[config.mk]
export PLATFORM = sky130hd
export DESIGN_NAME = aes_inv_cbc_ctrl
export DESIGN_NICKNAME = d
export VERILOG_FILES = /design/src/rtl/aes_inv_cbc_ctrl.sv
export SDC_FILE = /design/constraint.sdc
export NUM_CORES = 1
export LEC_CHECK = 0
export CORE_AREA = 2 2 253 255
export CTS_CLUSTER_DIAMETER = 100
export DETAILED_ROUTE_END_ITERATION = 8
export DIE_AREA = 0 0 255 257
export PLACE_DENSITY = 0.4
export SLEW_MARGIN = 20
export SYNTH_ARGS = -nofsm -noshare
export SYNTH_HDL_FRONTEND = slang
export SYNTH_SLANG_ARGS = --single-unit
[constraint.sdc]
create_clock -name clk -period 2.7 [get_ports clk]
set_clock_uncertainty 0.05 [all_clocks]
set_input_delay 0.54 -clock clk [delete_from_list [all_inputs] [get_ports clk]]
set_output_delay 0.54 -clock clk [all_outputs]
set_load 0.03 [all_outputs]
[src/rtl/aes_inv_cbc_ctrl.sv]
// ---------------------------------------------------------------------------
// aes_inv_cbc_ctrl
//   Block controller that sits in front of an iterative AES inverse cipher
//   core. It accepts one ciphertext block at a time and hands it to the core
//   with a single load strobe. When the core finishes, the controller XORs the
//   result with the chaining value to give the plaintext, and holds that
//   plaintext until the consumer takes it. The chaining value is the IV or
//   the previous ciphertext block.
//
//   Configuration macro: AES_INV_CBC_EN
//     defined   : CBC decryption (chaining register, iv/iv_ld honoured)
//     undefined : ECB decryption (no chaining register, iv/iv_ld unused
//                 except that iv_ld still holds off in_ready)
//
// Ports
//   clk            rising-edge clock
//   rst            synchronous reset, active low
//   kld_in         key-load request; passed to the core, aborts any block
//   iv_ld, iv      load the chaining register (IDLE only)
//   in_valid/in_ready/in_data     ciphertext input handshake
//   core_kld, core_ld, core_text_in   drive the inverse cipher core
//   core_done, core_text_out          core completion pulse and result
//   out_valid/out_ready/out_data  plaintext output handshake
//   key_ok         core key schedule complete
// ---------------------------------------------------------------------------
module aes_inv_cbc_ctrl (
    input  logic         clk,
    input  logic         rst,
    input  logic         kld_in,
    input  logic         iv_ld,
    input  logic [127:0] iv,
    input  logic         in_valid,
    output logic         in_ready,
    input  logic [127:0] in_data,
    output logic         core_kld,
    output logic         core_ld,
    output logic [127:0] core_text_in,
    input  logic         core_done,
    input  logic [127:0] core_text_out,
    output logic         out_valid,
    input  logic         out_ready,
    output logic [127:0] out_data,
    output logic         key_ok
);

    typedef enum logic [1:0] {IDLE, LOAD, RUN, OUT} state_t;

    state_t       state_q, state_d;
    logic [3:0]   key_cnt_q, key_cnt_d;
    logic         key_seen_q, key_seen_d;
    logic [127:0] ct_q, ct_d;
    logic [127:0] res_q, res_d;
`ifdef AES_INV_CBC_EN
    logic [127:0] chain_q, chain_d;
`else
    logic         unused_iv;
    assign unused_iv = ^iv;
`endif

    assign core_kld     = kld_in;
    assign core_text_in = ct_q;
    assign out_data     = res_q;
    // key_seen_q is set only by kld_in, so a reset leaves the key invalid
    // until the next key load. The key is also invalid while kld_in is high,
    // because the core is reloading its key schedule in that cycle.
    assign key_ok       = key_seen_q && (key_cnt_q == 4'd0) && !kld_in;

    always_ff @(posedge clk) begin
        if (!rst) begin
            state_q    <= IDLE;
            key_cnt_q  <= 4'd0;
            key_seen_q <= 1'b0;
            ct_q       <= '0;
            res_q      <= '0;
`ifdef AES_INV_CBC_EN
            chain_q    <= '0;
`endif
        end else begin
            state_q    <= state_d;
            key_cnt_q  <= key_cnt_d;
            key_seen_q <= key_seen_d;
            ct_q       <= ct_d;
            res_q      <= res_d;
`ifdef AES_INV_CBC_EN
            chain_q    <= chain_d;
`endif
        end
    end

    // Key-schedule wait counter
    always_comb begin
        key_cnt_d  = key_cnt_q;
        key_seen_d = key_seen_q;
        if (kld_in) begin
            key_cnt_d  = 4'd13;
            key_seen_d = 1'b1;
        end else if (key_cnt_q != 4'd0) begin
            key_cnt_d = key_cnt_q - 4'd1;
        end
    end

    // Block FSM. A key load overrides everything: the in-flight block is
    // dropped, and no output or chaining register is updated.
    always_comb begin
        state_d   = state_q;
        ct_d      = ct_q;
        res_d     = res_q;
`ifdef AES_INV_CBC_EN
        chain_d   = chain_q;
`endif
        in_ready  = 1'b0;
        core_ld   = 1'b0;
        out_valid = 1'b0;
        if (kld_in) begin
            state_d = IDLE;
        end else begin
            case (state_q)
                IDLE: begin
                    in_ready = key_ok && !iv_ld;
`ifdef AES_INV_CBC_EN
                    if (iv_ld) chain_d = iv;
`endif
                    if (in_valid && in_ready) begin
                        ct_d    = in_data;
                        state_d = LOAD;
                    end
                end
                LOAD: begin
                    core_ld = 1'b1;
                    state_d = RUN;
                end
                RUN: begin
                    if (core_done) begin
`ifdef AES_INV_CBC_EN
                        res_d = core_text_out ^ chain_q;
`else
                        res_d = core_text_out;
`endif
                        state_d = OUT;
                    end
                end
                OUT: begin
                    out_valid = 1'b1;
                    if (out_ready) begin
`ifdef AES_INV_CBC_EN
                        chain_d = ct_q;
`endif
                        state_d = IDLE;
                    end
                end
                default: state_d = IDLE;
            endcase
        end
    end

endmodule

==> impl_summary.md, run 1 <==
Synthesis
The sequential fraction of the synthesis area is 0.5364. The mapped cell area is 0.009816 mm2. Yosys printed 0 warnings.

After synthesis the netlist holds a flip-flop and latch count of 263. The cell count after synthesis came out at 1166. The mean instance size in the synthesized netlist is 8.418 um2. The most common flop cell mapped by yosys is sky130_fd_sc_hd__dfxtp_1. The number of distinct library cell variants in the gate-level netlist after synthesis is 33.

Yosys mapped a number of flops with a built-in enable equal to 0. The net count after synthesis is 1563. The async set or reset register ratio after synthesis is 0.

Floorplan
The die area is 0.06554 mm2. For this configuration, the core starts out at a cell density of 0.1565. The core footprint is 0.06274 mm2. The die boundary height is 257 um.

The site row count is 92. The die is 255 um wide. In this run the count of I/O pins placed on the die edge is 652.

CTS
The maximum buffer depth of the clock tree is 3. After clock tree synthesis, the clock-pin slew on the worst setup and hold paths is 0.05 ns. The CTS buffer count is 35. TritonCTS built the clock tree. In this run, post-CTS hold repair placed 0 buffers. The H-tree level count is 2. The root buffer cell chosen for the clock tree is sky130_fd_sc_hd__clkbuf_16. The worst-skew pair later-pin latency is 0.52 ns.

The clock drives 263 sinks.

Timing
Of the available clock period, the critical path in the final layout requires 0.9577. Setup repair after global routing left no endpoint under its margin. For the pin with the worst max-slew slack, the measured transition is 0.6351 ns.

Timing would allow up to 0.3867 GHz. Subtracting the final worst setup slack from the clock period gives 2.586 ns. The final count of hold timing violations is 0. In the final timing run, aggregate negative setup slack is 0 ns. Headroom to the max-slew limit came out at 0.5766. The count of pins over their slew limit is 0. Setup violations remaining at the end of the flow were counted as 0.

Place
The total cell area at the placement stage is 0.01611 mm2. The final RePlAce weighted congestion is 0.7279. The count of buffers added on input and output ports is 523. In this run, placement finished with an instance count of 2466.

The HPWL after detailed placement is 27520 um.

Worst setup path
The peak fanout along the critical path is 6. The origin of the critical flop-to-flop path is state_q[0]$_SDFFE_PP0P_. The launching instance or port of the critical path is key_cnt_q[1]$_SDFFE_PP0P_. The setup slack on the worst flop-to-flop path is 0.49 ns. At the worst endpoint, the required time is 2.11 ns. The worst setup path category is register to output pin. The element type at the critical path end is an output pin.

The arrival time of the worst setup path is 2.00 ns. The element type at the critical path start is a register. Following the worst setup path forward leads to its endpoint at in_ready. In this run the critical register-to-register path is captured at core_text_in[31]$_SDFFE_PN0P_.

The worst register-to-register path has a depth of 7.

Final layout
With fillers left out, the area of the finished cells amounts to 0.01731 mm2. The count of nets after finishing is 2056. Excluding fillers, the count of instances in the completed layout stands at 2531. The count of filler cells inserted in the layout is 6765. The fraction of layout instances using a drive strength above 1 is 0.05166. Relative to the synthesized area, the layout overhead comes to 76.30%. The share of the core filled with cells in the final layout is 0.2758.

GRT
The total grt overflow is 0. Entering global routing, the biggest net connects 129 pins. The first global-routing pass estimated 58430 um of wire. The number of global-route vias before repair is 9711.

The number of antenna violations at the first check in global routing is 5. The total routing usage reported by global routing is 0.1152.

Route
After detailed routing, the total wire length is 39030 um. After detailed routing, the number of vias per cell comes to 3.755. For this run, the detailed router's first-pass iteration total came to 4. The remaining antenna violation count after routing is 0. The average wire length per cell after detail routing is 15.42 um. The violation count after the first detailed-route iteration is 361. The number of vias in the routed layout is 9505. The final routed DRC violation total is 0.

Power
The worst-case IR drop observed on VDD is 447.8 uV. In this run the power density over the cells is 537.3 mW/mm2. The cell leakage power is 5.673 nW.

Hold path
The class of the most critical hold timing path is primary input to register.

Flow run
The max-cap check violation count is 0.

Run status
The flow ran to the end, and the final reports show no timing, DRC or antenna violations.
[how the worst min path moves through the flow]
stage | startpoint | to | cells past startpoint
2_1_floorplan | key_seen_q$_SDFFE_PN0P_ | key_seen_q$_SDFFE_PN0P_ | 1
3_3_place_gp | core_text_in[0]$_SDFFE_PN0P_ | core_text_in[0]$_SDFFE_PN0P_ | 2
3_5_place_dp | core_text_in[121]$_SDFFE_PN0P_ | core_text_in[121]$_SDFFE_PN0P_ | 2
4_1_cts | rst | key_cnt_q[0]$_SDFFE_PN0P_ | 2
5_1_grt | rst | key_cnt_q[0]$_SDFFE_PN0P_ | 2
6_report | rst | key_cnt_q[0]$_SDFFE_PN0P_ | 2
[placed cells by master (no fill, tap or decap), types with 4 or more instances in the layout]
| cell | netlist | routed |
|---|---|---|
| sky130_fd_sc_hd__a21boi_0 | 188 | 188 |
| sky130_fd_sc_hd__a21boi_1 | 68 | 68 |
| sky130_fd_sc_hd__buf_12 | 0 | 17 |
| sky130_fd_sc_hd__buf_4 | 1 | 9 |
| sky130_fd_sc_hd__clkbuf_1 | 64 | 11 |
| sky130_fd_sc_hd__clkbuf_16 | 0 | 37 |
| sky130_fd_sc_hd__clkbuf_8 | 0 | 4 |
| sky130_fd_sc_hd__clkdlybuf4s50_1 | 0 | 517 |
| sky130_fd_sc_hd__clkinv_2 | 0 | 5 |
| sky130_fd_sc_hd__dfxtp_1 | 263 | 263 |
| sky130_fd_sc_hd__ha_1 | 6 | 5 |
| sky130_fd_sc_hd__inv_1 | 8 | 7 |
| sky130_fd_sc_hd__nand2_1 | 513 | 513 |
| sky130_fd_sc_hd__o21a_1 | 4 | 4 |
[where the power goes]
part | switching, mW | internal (mW)
logic | 0.214 | 0.455
registers | 0.0119 | 3.90
clock network | 1.81 | 2.91
[final cells by class]
class / count / area, um2 / share of cell area
inverters: 8 / 30.03 / 0.001735
diodes: 1 / 2.502 / 0.0001446
flip-flops and latches: 263 / 5265 / 0.3042
well taps: 846 / 1059 / 0.06117
clock buffers: 52 / 1022 / 0.05907
clock inverters: 10 / 131.4 / 0.007592
multi-input cells: 807 / 4202 / 0.2428
repair buffers: 544 / 5594 / 0.3233
[sequential cells by signal, indices dropped and copies added (netlist names)]
signal / flops
out_data: 128
state_q: 2
core_text_in: 128
key_seen_q: 1
key_cnt_q: 4
[logic make-up after synthesis]
group	count (synthesis)	synth area share
and+or+nand+nor	531	0.2078
AOI/OAI and AO/OA	269	0.2073
DFF	263	0.5364
buffers and inverters	96	0.04003
adders and majority gates	6	0.007648
xor gates and xnor gates	1	0.0008925
[per-layer routing]
metal / global-route usage / part of all wire / routed length (um)
met2: 0.1916 / 0.46 / 17760
met5: 0 / 0.0010 / 40
met3: 0.05887 / 0.12 / 4874
met4: 0.03541 / 0.025 / 974
met1: 0.1270 / 0.39 / 15380
[synth_stat cells, types with 2 or more instances]
cell                       count  area share
sky130_fd_sc_hd__nand2b_1      2      0.0013
sky130_fd_sc_hd__nand2_1     513        0.20
sky130_fd_sc_hd__ha_1          6      0.0076
sky130_fd_sc_hd__dfxtp_1     263        0.54
sky130_fd_sc_hd__buf_1         5      0.0019
sky130_fd_sc_hd__a21boi_1     68       0.052
sky130_fd_sc_hd__buf_2        17      0.0087
sky130_fd_sc_hd__nor2b_1       2      0.0013
sky130_fd_sc_hd__a21boi_0    188        0.14
sky130_fd_sc_hd__nor2_1        4      0.0015
sky130_fd_sc_hd__nand3_1       2      0.0010
sky130_fd_sc_hd__a21oi_1       2      0.0010
sky130_fd_sc_hd__clkbuf_1     64       0.024
sky130_fd_sc_hd__inv_1         8      0.0031
sky130_fd_sc_hd__o21a_1        4      0.0031
[metrics by stage]
stage	total power, mW	setup slack (ns)	hold slack [ns]
5_1_grt	9.734	0.001113	0.3353
2_1_floorplan	4.182	0.3802	0.3916
4_1_cts	9.570	0.01929	0.3121
3_5_place_dp	4.661	0.1162	0.3907
3_3_place_gp	4.659	0.1582	0.3877
6_report	9.298	0.1142	0.3619
[critical path: stages, from the launching register on]
cell,delay [ns]
sky130_fd_sc_hd__dfxtp_1,0.31
sky130_fd_sc_hd__inv_1,0.09
sky130_fd_sc_hd__ha_4,0.16
sky130_fd_sc_hd__or3b_4,0.42
sky130_fd_sc_hd__nor4b_4,0.33
sky130_fd_sc_hd__buf_12,0.17
[timing repair]
| action | in CTS | in global routing |
|---|---|---|
| setup endpoints to repair | 2 | 1 |
| pin swaps | 1 | 1 |
| setup buffers | 2 | 0 |
| gates resized for setup | 5 | 0 |
Note: power is estimated with default switching activity, not from simulation.
==> inputs of run 2 (changes only) <==
--- a/config.mk
+++ b/config.mk
@@ -7,6 +7,7 @@
 export LEC_CHECK = 0
 export CORE_AREA = 2 2 253 255
 export CTS_CLUSTER_DIAMETER = 100
+export CTS_CLUSTER_SIZE = 30
 export DETAILED_ROUTE_END_ITERATION = 8
 export DIE_AREA = 0 0 255 257
 export PLACE_DENSITY = 0.4
==> constraint.sdc (replaced) <==
create_clock -name clk -period 2.7 [get_ports clk]
set_clock_uncertainty 0.05 [all_clocks]
set_input_delay 0.54 -clock clk [delete_from_list [all_inputs] [get_ports clk]]
set_output_delay 0.54 -clock clk [all_outputs]
set_load 0.05 [all_outputs]
==> run 2 against run 1 <==
  * Hold slack improved by 0.041 ns
  * Core utilization shrank 0.80 points
  * Flip-flop and latch count stayed put
  * Combinational power grew 3.4%
  * Via count down 2.0%
  * Register-to-register slack got worse by 0.03 ns
  * Cell count is 1.1% lower
  * First-iteration DRC count decreased by 8.6%
  * Total power down 18%
==> impl_summary.md, run 2 (synthesis results as in run 1) <==
Power
The peak supply drop was 310.2 uV (-31%). The relative contribution of the clock network to total power is 0.395 (-0.112). The cell internal power dissipation was 5.788 mW (-20%). The reported net switching power is 1.818 mW (-11%). The cell leakage power is 5.430 nW (-4.3%).

The proportion of power drawn by combinational gates is 0.091 (+0.019). The power per unit of standard cell area is 452.6 mW/mm2 (-16%). The sequential cell fraction of total power is 0.514 (+0.093). The switching share of power is 0.2390 (+0.02035).

CTS
The CTS buffer count is 17 (-51%). The H-tree level count is 1 (-1). The TritonCTS clock tree is yes.

The worst-skew pair later-pin latency came to 0.52 ns (about the same). The cell at the root of the clock tree is sky130_fd_sc_hd__clkbuf_16. The clock-pin slew on the worst setup and hold paths came to 0.11 ns (+0.06 ns). The number of sinks handled by clock tree synthesis came to 263 (unchanged). The maximum buffer depth of the clock tree came to 3 (unchanged).

Worst setup path
The endpoint of the worst setup timing path is in_ready. The setup slack on the worst flop-to-flop path was 0.46 ns (-0.03 ns). The element type at the critical path start is a register. The origin of the critical flop-to-flop path is state_q[1]$_SDFFE_PP0P_. The number of cell instances on the worst register-to-register path was 7 (unchanged).

The element type at the critical path end is an output pin. The launching instance or port of the critical path is key_cnt_q[1]$_SDFFE_PP0P_. The endpoint identified for the worst register-to-register timing path is core_text_in[21]$_SDFFE_PN0P_. The data required time at the worst endpoint is 2.11 ns (about the same). The critical path is of the register to output pin type. The arrival time of the worst setup path is 2.00 ns (about the same).

The peak fanout along the critical path is 6 (unchanged).

Floorplan
The starting utilization of the core area is 0.1565 (unchanged). The site row count came to 92 (unchanged). The count of boundary I/O pins was 652 (unchanged). The width of the die is 255 um (unchanged). The die boundary height was 257 um (unchanged). The die area is 0.06554 mm2 (unchanged). The core footprint is 0.06274 mm2 (unchanged).

Timing
The upper clock frequency limit is 0.3855 GHz (-0.32%). The final setup violation count came to 0 (unchanged). The count of pins over their slew limit came to 0 (unchanged). The post-layout minimum cycle time is 2.594 ns (+0.008418 ns). The setup TNS is 0 ns (unchanged). The headroom to the max-slew limit is 0.5730 (-0.003636).

Setup repair after global routing left no endpoint under its margin. The post-route fraction of the period consumed by the critical path is 0.9608 (+0.003118). The slew at the pin with the worst max-slew slack came to 0.6406 ns (+0.005454 ns). The final count of hold timing violations came to 0 (unchanged).

Final layout
The most common cell after layout, fill and taps aside is sky130_fd_sc_hd__clkdlybuf4s50_1. The count of filler cells inserted in the layout is 6732 (-0.49%). The multi-input gate area in the final layout is 0.004202 mm2 (unchanged). The final instance area is 0.01681 mm2 (-2.9%). The footprint of the flip-flops and latches is 0.005265 mm2 (unchanged).

The fraction of layout instances using a drive strength above 1 came to 0.04285 (-0.008814). The count of nets after finishing was 2043 (-0.63%). The library cells used most frequently in the layout, excluding fill and tap cells, are 517 x sky130_fd_sc_hd__clkdlybuf4s50_1, 513 x sky130_fd_sc_hd__nand2_1, 263 x sky130_fd_sc_hd__dfxtp_1.

The area growth from synthesis to layout is 71.22%.

Route
The violation count after the first detailed-route iteration was 330 (-8.6%). The remaining antenna violation count after routing is 0 (unchanged). The final routed DRC violation total is 0 (unchanged). The wire length after detailed routing was 38510 um (-1.3%). The number of search-and-repair iterations in the first detailed-routing pass is 4 (unchanged). The number of vias in the routed layout is 9312 (-2.0%). The detail-routed via count per cell came to 3.719 (-0.97%). The average wire length per cell after detail routing is 15.38 um (-0.26%).

GRT
The total routing usage reported by global routing came to 0.1121 (-0.003144). The first-pass GRT wire length is 57190 um (-2.1%). The number of global-route vias before repair was 9379 (-3.4%).

The pin count of the biggest net entering global routing was 129 (unchanged). The number of antenna violations at the first check in global routing is 3 (-2). The total grt overflow was 0 (unchanged).

Hold path
The worst hold path belongs to the class register to register.

Run status
The flow ran to the end, and the final reports show no timing, DRC or antenna violations.

Place
The total cell area at the placement stage was 0.01618 mm2 (+0.43%). The HPWL after detailed placement came to 27960 um (+1.6%). The number of input and output port buffers inserted is 523 (unchanged).

The final RePlAce weighted congestion is 0.7180 (-1.4%).

Flow run
The max-cap check violation count came to 0 (unchanged).
-- run 2: timing repair --
| action | in CTS | in global routing |
|---|---|---|
| setup endpoints to repair | 2 | 1 |
| gates resized for setup | 5 | 1 |
| pin swaps | 1 | 2 |
| hold buffers | 0 | 0 |
| setup buffers | 1 | 0 |
-- run 2: per-stage QoR --
stage                     utilization  power (mW)  setup WS [ns]  cells  hold slack, ns
after CTS                      0.2679       7.833       0.003597   2503          0.4068
after detailed placement       0.2579       4.688         0.1191   2472          0.3907
after floorplan                     -       4.205        0.07141   1166          0.3916
after global placement         0.2579       4.688         0.1609   2472          0.3876
final                          0.2679       7.606         0.1058   2504          0.4029
after global routing           0.2679       7.973       0.007631   2503          0.4192
-- run 2: worst min-delay path by stage --
| stage | slack (ns) | startpoint | end | depth (start not counted) |
|---|---|---|---|---|
| floorplan | 0.39 | key_seen_q$_SDFFE_PN0P_ | key_seen_q$_SDFFE_PN0P_ | 1 |
| global placement | 0.39 | core_text_in[125]$_SDFFE_PN0P_ | core_text_in[125]$_SDFFE_PN0P_ | 2 |
| detailed placement | 0.39 | core_text_in[121]$_SDFFE_PN0P_ | core_text_in[121]$_SDFFE_PN0P_ | 2 |
| CTS | 0.41 | core_text_in[121]$_SDFFE_PN0P_ | core_text_in[121]$_SDFFE_PN0P_ | 2 |
| global route | 0.42 | core_text_in[120]$_SDFFE_PN0P_ | core_text_in[120]$_SDFFE_PN0P_ | 2 |
| finish | 0.40 | core_text_in[121]$_SDFFE_PN0P_ | core_text_in[121]$_SDFFE_PN0P_ | 2 |
-- run 2: layout make-up --
class / instances / area share
multi-input cells: 807 / 0.2500
well taps: 846 / 0.06298
inverters: 8 / 0.001787
flip-flops and latches: 263 / 0.3133
repair buffers: 549 / 0.3366
diodes: 1 / 0.0001489
clock inverters: 11 / 0.008859
clock buffers: 19 / 0.02636
-- run 2: power by group through the flow --
stage               Sequential (mW)  Combinational, mW  Clock (mW)
floorplan                      4.04              0.161           0
global placement               4.00              0.689           0
detailed placement             4.00              0.690           0
CTS                            3.91              0.706        3.22
global route                   3.91              0.740        3.32
finish                         3.91              0.692        3.01
-- run 2: critical path, cell delays in order, from the launching register on --
cell and delay (ns):
sky130_fd_sc_hd__dfxtp_1 0.34, sky130_fd_sc_hd__inv_2 0.07, sky130_fd_sc_hd__ha_4 0.16, sky130_fd_sc_hd__or3b_4 0.41, sky130_fd_sc_hd__nor4b_4 0.32, sky130_fd_sc_hd__buf_12 0.18
-- run 2: routing by layer --
| metal | GRT usage | vias to the layer above | wire (um) |
|---|---|---|---|
| li1 | - | 4686 | - |
| met3 | 0.05290 | 42 | 4761 |
| met5 | 0 | - | 23 |
| met2 | 0.1890 | 370 | 17470 |
| met4 | 0.02680 | 4 | 700 |
| met1 | 0.1270 | 4210 | 15560 |
==> inputs of run 3 (changes only) <==
--- a/config.mk
+++ b/config.mk
@@ -7,7 +7,7 @@
 export LEC_CHECK = 0
 export CORE_AREA = 2 2 253 255
 export CTS_CLUSTER_DIAMETER = 100
-export CTS_CLUSTER_SIZE = 30
+export CTS_CLUSTER_SIZE = 10
 export DETAILED_ROUTE_END_ITERATION = 8
 export DIE_AREA = 0 0 255 257
 export PLACE_DENSITY = 0.4
==> run 3 against run 2 <==
  * Maximum frequency decreased by 0.19%
  * Core utilization increased by 0.35 points
  * Worst setup slack got worse by 0.0049 ns
  * Largest cell class unchanged
==> impl_summary.md, run 3 (synthesis results as in run 1) <==
Run status
The run finished with clean final reports.

Timing
The minimum setup slack in the final design is 0.1009 ns (-0.004937 ns). The post-layout minimum cycle time is 2.599 ns (+0.004937 ns). The setup TNS came to 0 ns (unchanged). The slew at the pin with the worst max-slew slack is 0.6507 ns (+0.01014 ns). The post-route fraction of the period consumed by the critical path was 0.9626 (+0.001829). The upper clock frequency limit is 0.3847 GHz (-0.19%). The count of pins over their slew limit came to 0 (unchanged). The final count of hold timing violations is 0 (unchanged). Setup repair after global routing left no endpoint under its margin. The headroom to the max-slew limit is 0.5662 (-0.006757).

The worst-case hold slack is 0.3958 ns (-0.007139 ns). The final setup violation count is 0 (unchanged).

Worst setup path
The data required time at the worst endpoint is 2.11 ns (about the same). Tracing the worst setup path back leads to its startpoint at key_cnt_q[1]$_SDFFE_PP0P_. The setup slack on the worst flop-to-flop path is 0.43 ns (-0.03 ns). The worst register-to-register path begins at state_q[0]$_SDFFE_PP0P_. STA classifies the critical path endpoint as an output pin.

STA classifies the critical path startpoint as a register. The peak fanout along the critical path came to 3 (-3). The setup path with the least slack is of type register to output pin. The arrival time of the worst setup path is 2.01 ns (about the same). The worst register-to-register path ends at core_text_in[21]$_SDFFE_PN0P_.

The number of cell instances on the worst register-to-register path is 7 (unchanged).

GRT
The total routing usage reported by global routing is 0.1132 (+0.001157). The number of antenna violations at the first check in global routing is 2 (-1). The pin count of the biggest net entering global routing is 129 (unchanged). The first-pass GRT wire length was 57810 um (+1.1%). The number of global-route vias before repair is 9485 (+1.1%).

The total grt overflow is 0 (unchanged).

CTS
The CTS buffer count is 31 (+14). The number of sinks handled by clock tree synthesis is 263 (unchanged). The H-tree level count is 1 (unchanged). The root buffer cell chosen for the clock tree is sky130_fd_sc_hd__clkbuf_16. The worst-skew pair later-pin latency is 0.59 ns (+0.07 ns).

TritonCTS built the clock tree. The hold-fix buffer count after cts is 0 (unchanged). The maximum buffer depth of the clock tree was 3 (unchanged). The clock-pin slew on the worst setup and hold paths was 0.06 ns (-0.05 ns).

Final layout
The number of non-filler instances in the completed layout is 2510 (+0.24%). The fraction of layout instances using a drive strength above 1 is 0.04690 (+0.004055). The count of nets after finishing is 2058 (+0.73%). The most common cell after layout, fill and taps aside is sky130_fd_sc_hd__clkdlybuf4s50_1. In the layout the commonest cells are 517 x sky130_fd_sc_hd__clkdlybuf4s50_1, 513 x sky130_fd_sc_hd__nand2_1, 262 x sky130_fd_sc_hd__dfxtp_1. From synthesis to final layout, the design area changed by 73.49%.

Route
The number of search-and-repair iterations in the first detailed-routing pass is 4 (unchanged). The final routed DRC violation total is 0 (unchanged). The average wire length per cell after detail routing is 15.47 um (+0.56%). The number of vias in the routed layout is 9375 (+0.68%). The detail-routed via count per cell is 3.735 (+0.44%). The violation count after the first detailed-route iteration is 321 (-2.7%). The wire length after detailed routing is 38820 um (+0.80%). The remaining antenna violation count after routing was 0 (unchanged).

Flow run
The max-cap check violation count came to 0 (unchanged).

Floorplan
The count of boundary I/O pins was 652 (unchanged). The die boundary height is 257 um (unchanged). The starting utilization of the core area is 0.1565 (unchanged). The site row count was 92 (unchanged).

The die area was 0.06554 mm2 (unchanged). The core footprint is 0.06274 mm2 (unchanged). The width of the die came to 255 um (unchanged).

Power
The overall power after layout is 8.274 mW (+8.8%). The peak supply drop is 440.9 uV (+42%). The power per unit of standard cell area is 485.9 mW/mm2 (+7.4%). The cell leakage power was 5.546 nW (+2.1%).

Place
The final RePlAce weighted congestion is 0.7180 (unchanged). The worst setup timing slack at the placement stage was 0.1191 ns (unchanged). The HPWL after detailed placement is 27960 um (unchanged). The number of placed instances, taps included is 2472 (unchanged).

The number of input and output port buffers inserted came to 523 (unchanged).

Hold path
The end point of the most critical hold path is core_text_in[121]$_SDFFE_PN0P_. The hold-critical path depth is 2 (unchanged). The class of the most critical hold timing path is register to register.

The startpoint identified for the worst hold timing path is core_text_in[121]$_SDFFE_PN0P_.
[run 3: repair_timing]
action / 4_1_cts / 5_1_grt
setup buffers: 2 / 0
cloned: 0 / 0
pin swaps: 2 / 1
gates resized for setup: 7 / 0
setup endpoints to repair: 2 / 1
[run 3: layout make-up]
| type | instances | area [um2] |
|---|---|---|
| clock buffer | 32 | 779.5 |
| sequential | 263 | 5266 |
| clock inverter | 3 | 26.28 |
| fill | 6718 | 45710 |
| antenna | 1 | 2.502 |
| multi-input combinational | 807 | 4202 |
| inverter | 8 | 30.03 |
| tap | 846 | 1059 |
| timing repair buffer | 550 | 5664 |
[run 3: worst max path at each step]
| stage | to | cells past startpoint |
|---|---|---|
| after floorplan | in_ready | 5 |
| after global placement | core_text_in[116]$_SDFFE_PN0P_ | 6 |
| after detailed placement | core_text_in[21]$_SDFFE_PN0P_ | 6 |
| after CTS | in_ready | 5 |
| after global routing | in_ready | 5 |
| final | in_ready | 5 |
[run 3: critical path, cell delays in order (launching register included)]
cell and delay, ns:
sky130_fd_sc_hd__dfxtp_2 0.33, sky130_fd_sc_hd__inv_2 0.06, sky130_fd_sc_hd__ha_4 0.13, sky130_fd_sc_hd__or3b_4 0.40
sky130_fd_sc_hd__nor4b_4 0.32, sky130_fd_sc_hd__buf_12 0.18
[run 3: power breakdown]
group	switching [mW]	total (mW)	internal (mW)
Clock	1.65	3.67	2.02
Combinational	0.237	0.693	0.456
Sequential	0.0121	3.91	3.90
[run 3: metal layers]
metal / vias up / part of all wire / GRT usage
met4: 2 / 0.020 / 0.02956
met3: 48 / 0.12 / 0.05280
li1: 4704 / - / -
met2: 373 / 0.45 / 0.1892
met5: - / 0.00026 / 0
met1: 4248 / 0.41 / 0.1293
[run 3: through the flow]
stage                       util  cell area, um2
after floorplan                -            9822
after global placement    0.2579           16180
after detailed placement  0.2579           16180
after CTS                 0.2714           17030
after global routing      0.2714           17030
final                     0.2714           17030
